==> config.mk <==
export PLATFORM = sky130hd
export DESIGN_NAME = uart_rx
export DESIGN_NICKNAME = d
export VERILOG_FILES = /design/src/rtl/uart_pkg.sv /design/src/rtl/uart_baud_tick.sv /design/src/rtl/uart_rx.sv
export SDC_FILE = /design/constraint.sdc
export NUM_CORES = 1
export LEC_CHECK = 0
export CAP_MARGIN = 20
export CORE_AREA = 2 2 73 75
export DETAILED_ROUTE_END_ITERATION = 16
export DIE_AREA = 0 0 75 77
export GPL_TIMING_DRIVEN = 1
export PLACE_DENSITY_LB_ADDON = 0.2
export SYNTH_ARGS = -nofsm -noshare
export SYNTH_HDL_FRONTEND = slang
export SYNTH_HIERARCHICAL = 1
export SYNTH_SLANG_ARGS = --single-unit
export TNS_END_PERCENT = 100
==> constraint.sdc <==
create_clock -name clk -period 2.5 [get_ports clk]
set_input_delay 0.375 -clock clk [delete_from_list [all_inputs] [get_ports clk]]
set_output_delay 0.375 -clock clk [all_outputs]
set_load 0.005 [all_outputs]
==> src/rtl/uart_pkg.sv <==
// Shared UART types and constants.
// Used by the receiver and the baud tick generator.
package uart_pkg;

    typedef enum logic [1:0] {
        IDLE,
        START,
        DATA,
        STOP
    } rx_state_t;

    localparam int DEF_OVERSAMPLE = 16;
    localparam int DEF_DATA_BITS  = 8;

    // Rounded clock divisor for one oversample tick
    function automatic int calc_div(
        input int clk_freq,
        input int baud,
        input int os
    );
        return (clk_freq + (baud * os) / 2) / (baud * os);
    endfunction

endpackage

==> src/rtl/uart_baud_tick.sv <==
// Free-running oversample tick generator.
// Emits a one-cycle pulse every DIV clocks.
module uart_baud_tick
    import uart_pkg::*;
#(
    parameter int DIV = 651
) (
    input  logic clk,
    input  logic rst,
    output logic tick
);

    localparam int W = (DIV > 1) ? $clog2(DIV) : 1;

    logic [W-1:0] cnt;

    always_ff @(posedge clk or negedge rst) begin
        if (!rst) begin
            cnt  <= '0;
            tick <= 1'b0;
        end else if (cnt == W'(DIV - 1)) begin
            cnt  <= '0;
            tick <= 1'b1;
        end else begin
            cnt  <= cnt + 1'b1;
            tick <= 1'b0;
        end
    end

endmodule

==> src/rtl/uart_rx.sv <==
// 8N1 UART receiver with 16x oversampling,
// valid/ready output, framing and overrun pulses.
module uart_rx
    import uart_pkg::*;
#(
    parameter int CLK_FREQ   = 100_000_000,
    parameter int BAUD       = 9600,
    parameter int OVERSAMPLE = DEF_OVERSAMPLE,
    parameter int DATA_BITS  = DEF_DATA_BITS
) (
    input  logic                 clk,
    input  logic                 rst,
    input  logic                 rx,
    output logic [DATA_BITS-1:0] rx_data,
    output logic                 rx_valid,
    input  logic                 rx_ready,
    output logic                 frame_err,
    output logic                 overrun
);

    localparam int DIV = calc_div(CLK_FREQ, BAUD, OVERSAMPLE);
    localparam int SW  = $clog2(OVERSAMPLE);
    localparam int BW  = (DATA_BITS > 1) ? $clog2(DATA_BITS) : 1;

    logic sync1;
    logic sync2;
    logic prev;
    logic fall;
    logic tick;

    rx_state_t state;
    rx_state_t state_next;

    logic [SW-1:0]        s_q;
    logic [SW-1:0]        s_next;
    logic [BW-1:0]        b_q;
    logic [BW-1:0]        b_next;
    logic [DATA_BITS-1:0] sh_q;
    logic [DATA_BITS-1:0] sh_next;
    logic                 load;
    logic                 fe_set;
    logic                 ov_set;
    logic                 mid_start;
    logic                 bit_end;
    logic                 last_bit;

    always_ff @(posedge clk or negedge rst) begin
        if (!rst) begin
            sync1 <= 1'b1;
            sync2 <= 1'b1;
            prev  <= 1'b1;
        end else begin
            sync1 <= rx;
            sync2 <= sync1;
            prev  <= sync2;
        end
    end

    // Edge-only trigger: a line held low never restarts a frame
    assign fall = prev & ~sync2;

    uart_baud_tick #(
        .DIV(DIV)
    ) u_tick (
        .clk (clk),
        .rst (rst),
        .tick(tick)
    );

    assign mid_start = tick && (s_q == SW'(OVERSAMPLE / 2 - 1));
    assign bit_end   = tick && (s_q == SW'(OVERSAMPLE - 1));
    assign last_bit  = (b_q == BW'(DATA_BITS - 1));

    always_ff @(posedge clk or negedge rst) begin
        if (!rst) begin
            state <= IDLE;
        end else begin
            state <= state_next;
        end
    end

    always_comb begin
        state_next = state;
        unique case (state)
            IDLE: begin
                if (fall) state_next = START;
            end
            START: begin
                if (mid_start) state_next = sync2 ? IDLE : DATA;
            end
            DATA: begin
                if (bit_end && last_bit) state_next = STOP;
            end
            STOP: begin
                if (bit_end) state_next = IDLE;
            end
        endcase
    end

    always_comb begin
        s_next  = s_q;
        b_next  = b_q;
        sh_next = sh_q;
        load    = 1'b0;
        fe_set  = 1'b0;
        ov_set  = 1'b0;
        unique case (state)
            IDLE: begin
                if (fall) s_next = '0;
            end
            START: begin
                if (mid_start) begin
                    s_next = '0;
                    b_next = '0;
                end else if (tick) begin
                    s_next = s_q + 1'b1;
                end
            end
            DATA: begin
                if (bit_end) begin
                    s_next  = '0;
                    sh_next = {sync2, sh_q[DATA_BITS-1:1]};
                    if (!last_bit) b_next = b_q + 1'b1;
                end else if (tick) begin
                    s_next = s_q + 1'b1;
                end
            end
            STOP: begin
                if (bit_end) begin
                    s_next = '0;
                    if (!sync2) begin
                        fe_set = 1'b1;
                    end else if (!rx_valid || rx_ready) begin
                        load = 1'b1;
                    end else begin
                        ov_set = 1'b1;
                    end
                end else if (tick) begin
                    s_next = s_q + 1'b1;
                end
            end
        endcase
    end

    always_ff @(posedge clk or negedge rst) begin
        if (!rst) begin
            s_q       <= '0;
            b_q       <= '0;
            sh_q      <= '0;
            rx_data   <= '0;
            rx_valid  <= 1'b0;
            frame_err <= 1'b0;
            overrun   <= 1'b0;
        end else begin
            s_q       <= s_next;
            b_q       <= b_next;
            sh_q      <= sh_next;
            frame_err <= fe_set;
            overrun   <= ov_set;
            if (load) begin
                rx_data  <= sh_q;
                rx_valid <= 1'b1;
            end else if (rx_valid && rx_ready) begin
                rx_valid <= 1'b0;
            end
        end
    end

endmodule

After elaboration in Yosys (flattened, before gate mapping)
Index checks and enable logic that the tools add are counted.
Storage, ports and cells
  flip-flop bits (word level): 42
  latch bits: 0
  bits in writable memories: 0
  ROM bits: 0
  input bits: 4
  memories kept: 0
Cells by class
  add/subtract/negate cells: 3
  $mul: 0
  divide/modulo/power cells: 0
  magnitude comparators: 0
  eq/ne operators: 13
  shifts and indexed selects: 0
  mux-type cells: 30
  bitwise gates (word level): 2
  reduce and logical (&&, ||, !) cells: 13
Operator list (number)
  $mux 4: 4
  $mux 1: 14
  $ne 2x2->1 const B: 6
  $pmux 4 s3: 1
  $add 10x1->10 const B: 1
  $eq 10x10->1 const B: 1
  $mux 10: 1
  $mux 2: 5
  $mux 3: 3
  $pmux 2 s4: 1
  $reduce_and 4->1: 2
  $pmux 3 s2: 1
  $add 4x1->4 const B: 1
  $eq 2x2->1 const B: 2
  $eq 4x3->1 const B: 1
  $eq 4x4->1 const B: 1
  $logic_and 1x1->1: 4
  $reduce_bool 2->1: 2
  $add 3x1->3 const B: 1
  $eq 3x3->1 const B: 1
  $eq 2x1->1 const B: 1
  $logic_not 2->1: 1
  $reduce_and 2->1: 1
  $reduce_or 2->1: 1
  other kinds (4): 4

Logic depth before layout (Yosys ltp)
Gate-level depths: netlist (run 1).
  depth in word-level cells: 7
  gate-level depth with buffers: 7

Modules after synthesis
Netlist (run 1), hierarchy kept.
Modules (own cells, without submodules)
  uart_rx: times used 1, cells an instance 106, area each 1367.6 um^2
  uart_baud_tick: times used 1, cells an instance 47, area each 538.0 um^2

Least setup slack after synthesis (run 1)
Ideal clock, no wire load.
  path kind: reg-to-reg
  start: reg s_q[0]
  end: reg with a tool-made name
  setup time: 0.125 ns
  arrival time: 1.611 ns
  setup slack: 0.764 ns
  stages on the path, launching flop included: 7
  period minus slack after synthesis: 1.736 ns
  cells stage by stage: dfrtp_1 > ha_1 > and4_1 > buf_6 > o22ai_4 > nand2b_1 > mux2_2
RTL lines
  start, declared: RTL line uart_rx.sv:34  | logic [SW-1:0] s_q;
  start signal, assigned: RTL line uart_rx.sv:155  | s_q <= s_next;

Worst setup path in the final report (run 1)
  start: reg s_q[0]
  end: reg b_q[2]
Between the ends
  cells in the longest elaborated chain, start to end: 4
  elaborated cells on any way between the ends: 7
RTL lines
  $eq 4x4->1 or $eq 4x3->1 (tied branches): RTL line uart_rx.sv:71, uart_rx.sv:70
  $logic_and 1x1->1 (on tied branches): RTL line uart_rx.sv:71, uart_rx.sv:70
  $ne 2x2->1 (no line)
  $reduce_and 4->1 (no line) *
  end signal, assigned: RTL line uart_rx.sv:156  | b_q <= b_next;
  end, declared: RTL line uart_rx.sv:36  | logic [BW-1:0] b_q;
Every way passes the cells marked *; elsewhere a longest branch is shown, timed or not.
A chain may end at the register's enable or synchronous reset.

==> impl_metrics.py, run 1 <==
metrics = {
    "pwr": {
        "p_sw_mw": 0.379,
        "power_density_nw_per_um2": 615,
        "ir_drop_uv": 330,
        "comb_power_share_pct": 11.3,
        "p_sw_share_pct": 28.1,
        "p_seq_share_pct": 55.4,
        "intPower_mw": 0.969,
        "p_leak_nw": 0.974,
        "pwr-share-clk_pct": 33.3,
    },
    "worst_setup_path": {
        "r2r-start": "s_q[0]",
        "cp-end-kind": "flop",
        "critPathLaunchType": "flop",
        "cpPeakStageDelay_ns": 0.40,
        "critPathSlowestCell": "dfrtp_1",
        "critical_path_class": "reg -> reg",
        "cp.arrival_ns": 2.11,
        "cp.required_ns": 2.69,
        "path_cells": "ha_1, and4_1, nand2_1, nor3_1, mux2_2",
        "setup.worst_path.start": "s_q[0]",
        "crit_fanout": 6,
    },
    "global_routing": {
        "grtUsageTotal_pct": 12.4,
        "grt_pass1_wl_um": 5480,
        "antenna_found_initial": 0,
        "grt_pass1_vias": 1156,
        "overflow": 0,
        "grt_start_max_net_pins": 43,
    },
    "synthesis": {
        "syn_nets": 162,
        "synth_cells": 153,
        "synth_edf_count": 0,
        "yosysTopAreaCell": "dfrtp_1",
        "synth_warnings": 6,
        "synth_flop_cell": "dfrtp_1",
        "syn_area_sq_um": 1910,
        "synth.distinct_cells": 41,
        "netlist_top_cells_area": "dfrtp_1, mux2_2, dfstp_2, ha_1, nand2_1",
        "syn_area_per_cell_sq_um": 12.5,
        "synth_seq_cells": 42,
        "synth_seq_area_share_pct": 55.4,
        "synth_top_area_share_pct": 51.2,
        "async_reset_ff_share_pct": 100,
    },
    "detailed_routing": {
        "drc": 0,
        "vias_per_cell": 4.87,
        "vias": 1174,
        "drt_iter0_markers": 46,
        "ant_nets": 0,
        "routed_wl_um": 3040,
        "firstDrtPassIters": 3,
        "post_drt_wl_per_cell_um": 12.6,
    },
    "run": {
        "drv_cap": 0,
    },
    "timing": {
        "setup_tns_ns": 0,
        "slew_headroom_pct": 39.9,
        "period_share_pct": 76.9,
        "report.final.hold_viol_count": 0,
        "rsz0062_at_grt": "no",
        "fin_skew_ns": 0.0126,
        "final_max_slew_viol_count": 0,
        "max_freq_ghz": 0.520,
        "layout_min_cycle_time_ns": 1.92,
        "setup_violations": 0,
        "max_slew.worst_pin.slew_ns": 0.902,
    },
    "clocking": {
        "post_cts_buffers": 0,
        "clkLatencyLatePin_ns": 0.30,
        "cts-htree-levels": 2,
        "clock-sinks": 42,
        "ctsHoldBuffers": 0,
        "clockBufferDepth": 2,
        "clockRootBuffer": "clkbuf_8",
        "numCtsBuffers": 5,
        "clkTransAtPathRegs_ns": 0.09,
        "post_cts_resized": 0,
        "cts_tree": "yes",
    },
    "floorplanning": {
        "rows": 26,
        "die_y_um": 77,
        "ios": 15,
        "core-area_sq_um": 4980,
        "fp.dieArea_sq_um": 5780,
        "die_w_um": 75,
        "start_util_pct": 38.3,
    },
    "place": {
        "dp_hpwl_um": 2140,
        "io_buffers": 14,
        "gp_congestion": 0.773,
    },
    "layout": {
        "fillers": 477,
        "utilization_pct": 44.0,
        "drive_gt1_share_pct": 25.1,
        "n_antenna_cell": 0,
        "nNetsFinal": 179,
        "area_delta_synth_final_pct": 14.9,
    },
    "min_path": {
        "hold_class": "in -> async",
    },
    "status": {
        "status": "complete, no violations",
    },
}
## flip-flops by register name, summed over array words and instances (netlist names), 3 cells and up, named ones only
signal / count
b_q: 3
rx_data: 8
s_q: 4
sh_q: 8
u_tick/cnt: 10
## cell type report
class | instances | area [sq um] | share of cell area, %
Clock buffer | 5 | 68.8 | 3.14
Clock inverter | 3 | 25.0 | 1.14
Tap cell | 70 | 87.6 | 4.00
Inverter | 4 | 15.0 | 0.686
Timing Repair Buffer | 15 | 143 | 6.51
Sequential cell | 42 | 1050 | 48.2
Multi-Input combinational cell | 102 | 796 | 36.3
## cell families after synthesis
kind of cell | after synthesis | share of synthesized area, %
AOI/OAI and AO/OA | 15 | 5.78
DFF | 42 | 55.4
buffers and inverters | 9 | 2.89
muxes | 20 | 11.8
and+or+nand+nor | 56 | 18.2
adders and majority gates | 5 | 3.28
xor gates and xnor gates | 6 | 2.76
## power by group through the flow
stage                     clock network (mW)  registers [mW]  logic, mW
final                                  0.449           0.746      0.152
after global routing                   0.499           0.752      0.171
after CTS                              0.470           0.746      0.154
after detailed placement                   0           0.759      0.153
after global placement                     0           0.758      0.149
after floorplan                            0           0.720      0.155
## cell usage in the layout, fill, tap and decap left out, types with 2 or more instances in the layout
| cell type | netlist | layout |
|---|---|---|
| clkdlybuf4s50_1 | 0 | 13 |
| nor2_1 | 9 | 9 |
| nand2_1 | 12 | 12 |
| or2b_2 | 2 | 2 |
| o21ai_0 | 4 | 4 |
| nand3_1 | 5 | 5 |
| dfrtp_1 | 39 | 39 |
| a21oi_1 | 4 | 4 |
| nor2b_1 | 4 | 4 |
| nor3_1 | 3 | 3 |
| nand2b_1 | 2 | 2 |
| nand4_1 | 5 | 5 |
| ha_1 | 5 | 5 |
| xnor2_1 | 5 | 5 |
| inv_1 | 4 | 4 |
| clkbuf_8 | 0 | 5 |
| mux2_2 | 19 | 19 |
| dfstp_2 | 3 | 3 |
| o31ai_1 | 2 | 2 |
## metal layers
layer	up-vias	track usage [%]	share of wire (%)
li1	579	-	-
met1	577	16.9	47
met2	14	18.8	49
met3	4	3.94	3.1
met4	0	3.75	1.0
met5	-	0	0
## Yosys cell counts (all sizes together), types with 3 or more instances
cell	count
dfrtp	39
nor2	10
nand4	6
mux2	19
ha	5
o21ai	4
nand3	5
nor3	3
buf	5
nand2	12
a21oi	5
dfstp	3
xnor2	5
nor2b	4
inv	4
## critical path, delay by kind of cell (launching register included)
family,cells,cell delay (ns)
flops,1,0.40
fa+ha+maj,1,0.23
mux,1,0.38
simple gates,3,0.81
## worst paths after layout
path | endpoint | slack [ns] | depth (start not counted)
setup / recovery | b_q[2] | 0.58 | 5
hold / removal | s_q[3] | 0.20 | 1
setup reg to reg | b_q[2] | 0.58 | 5
hold reg to reg | sync2 | 0.36 | 0
max in group asynchronous | rx_data[6] | 1.72 | 1
min in group clk | sync2 | 0.36 | 0
## through the flow
step	instances	hold slack [ns]	power (mW)	instance area, sq um	setup slack, ns
floorplan	153	0.0794	0.875	1910	0.764
global placement	233	0.347	0.907	2100	0.649
detailed placement	233	0.350	0.912	2100	0.600
CTS	241	0.235	1.37	2190	0.579
global route	241	0.281	1.42	2190	0.411
finish	241	0.199	1.35	2190	0.577
Note: power is estimated with default switching activity, not from simulation.
==> inputs of run 2 (changes only) <==
clock period = 1.7 ns   (was 2.5 ns; I/O delays follow)
==> run 2 against run 1 <==
Clock skew is 0.0048 ns lower. Count of clock-buffer cells in the layout is 1 higher. Die area stayed put. Worst setup slack worse by 0.52 ns. Non-clock buffer count is 14 higher. Critical path type unchanged. Critical endpoint is now rx_data[4]. Critical path depth is 1 higher. Register-to-register slack worse by 0.52 ns. Cell count is 5.8% higher. Maximum frequency is 17% higher. Global-route usage is 1.1 points higher.
==> impl_metrics.py, run 2 (same netlist as run 1, synthesis figures left out) <==
metrics = {
    "status": {
        "status": "complete, no violations",
    },
    "run": {
        "drv_cap": 0,
    },
    "layout": {
        "n_antenna_cell": 0,
        "regMostFlops": "u_tick/cnt",
        "fillers": 447,
        "layout_commonest_cell": "dfrtp_1",
        "largest_register_ff_count": 10,
        "drive_gt1_share_pct": 33.0,
        "ff_latch_area_sq_um": 1050,
        "nNetsFinal": 193,
        "utilization_pct": 47.7,
        "area_delta_synth_final_pct": 24.7,
        "instances_no_fill": 255,
        "layout_common_cells": "dfrtp_1, buf_4, clkdlybuf4s50_1, nand2_1, mux2_2",
        "multi_input_area_sq_um": 857,
        "reg_top3": "u_tick/cnt x10, rx_data x8, sh_q x8",
        "design_area_sq_um": 2380,
    },
    "floorplanning": {
        "die_w_um": 75,
        "fp.dieArea_sq_um": 5780,
        "start_util_pct": 38.3,
        "core-area_sq_um": 4980,
        "ios": 15,
        "die_y_um": 77,
        "rows": 26,
    },
    "worst_setup_path": {
        "crit_fanout": 8,
        "cp-end-kind": "flop",
        "critPathLaunchType": "flop",
        "critical_path_class": "reg -> reg",
        "cp.required_ns": 1.87,
        "cp.arrival_ns": 1.82,
    },
    "detailed_routing": {
        "drt_iter0_markers": 37,
        "post_drt_wl_per_cell_um": 13.9,
        "firstDrtPassIters": 4,
        "ant_nets": 0,
        "vias_per_cell": 4.95,
        "drc": 0,
        "vias": 1262,
        "routed_wl_um": 3550,
    },
    "clocking": {
        "clkTransAtPathRegs_ns": 0.08,
        "clock-sinks": 42,
        "cts-htree-levels": 2,
        "clockBufferDepth": 2,
        "clkLatencyLatePin_ns": 0.29,
        "numCtsBuffers": 5,
        "cts_tree": "yes",
        "clockRootBuffer": "clkbuf_8",
    },
    "global_routing": {
        "grt_start_max_net_pins": 43,
        "grtUsageTotal_pct": 13.5,
        "overflow": 0,
        "grt_pass1_wl_um": 5950,
        "grt_pass1_vias": 1267,
        "antenna_found_initial": 0,
    },
    "timing": {
        "slew_headroom_pct": 64.9,
        "final_max_slew_viol_count": 0,
        "hold_ws_ns": 0.0227,
        "setup_violations": 0,
        "setup_slack_ns": 0.0546,
        "rsz0062_at_grt": "yes",
        "period_share_pct": 96.8,
        "max_slew.worst_pin.slew_ns": 0.526,
        "setup_tns_ns": 0,
        "report.final.hold_viol_count": 0,
        "max_freq_ghz": 0.608,
        "fin_skew_ns": 0.00783,
        "layout_min_cycle_time_ns": 1.65,
    },
    "place": {
        "gp_congestion": 0.738,
        "placed_cell_area_sq_um": 2200,
        "dp_cells": 245,
        "io_buffers": 14,
        "dp_hpwl_um": 2390,
        "place_ws_ns": -0.0275,
    },
    "pwr": {
        "p_leak_nw": 1.07,
        "ir_drop_uv": 685,
        "total_power_mw": 2.16,
        "power_density_nw_per_um2": 910,
    },
    "min_path": {
        "hold_class": "in -> async",
    },
}
==> run 2: cell type report <==
cell class	instances	area share [%]
multi-input cells	102	36.1
repair buffers	29	10.6
clock buffers	6	3.05
inverters	4	0.632
well taps	70	3.69
flip-flops and latches	42	44.4
clock inverters	2	1.58
==> run 2: timing repair <==
action                     CTS  global route
resized for setup            2            11
hold buffers                 0             0
setup endpoints to repair   18            22
buffers inserted             1             1
pin swaps                    1             4
==> run 2: layer usage <==
metal | part of all wire, % | global-route usage [%]
met5 | 0 | 0
met4 | 0.76 | 3.93
met3 | 3.0 | 4.07
met2 | 53 | 22.2
met1 | 43 | 16.9
==> run 2: critical path, stage by stage, from the launching register on <==
cell and delay [ns]:
dfrtp_1 0.40, ha_4 0.17, and4_4 0.22, nand4_1 0.09, nor2b_1 0.16, buf_6 0.18, mux2_4 0.31
==> run 2: where the power goes <==
part | switching [mW] | leakage (nW) | internal (mW)
logic | 0.153 | 0.455 | 0.162
clock network | 0.328 | 0.0514 | 0.438
registers | 0.0549 | 0.560 | 1.03
==> run 2: worst paths after layout <==
kind | start | to | slack [ns] | cells past startpoint
max in group asynchronous | rst | prev | 1.30 | 2
worst min-delay path | rst | b_q[0] | 0.02 | 2
worst max register to register | s_q[1] | rx_data[4] | 0.05 | 6
worst max-delay path | s_q[1] | rx_data[4] | 0.05 | 6
min in group clk | sync1 | sync2 | 0.36 | 0
worst min register to register | sync1 | sync2 | 0.36 | 0
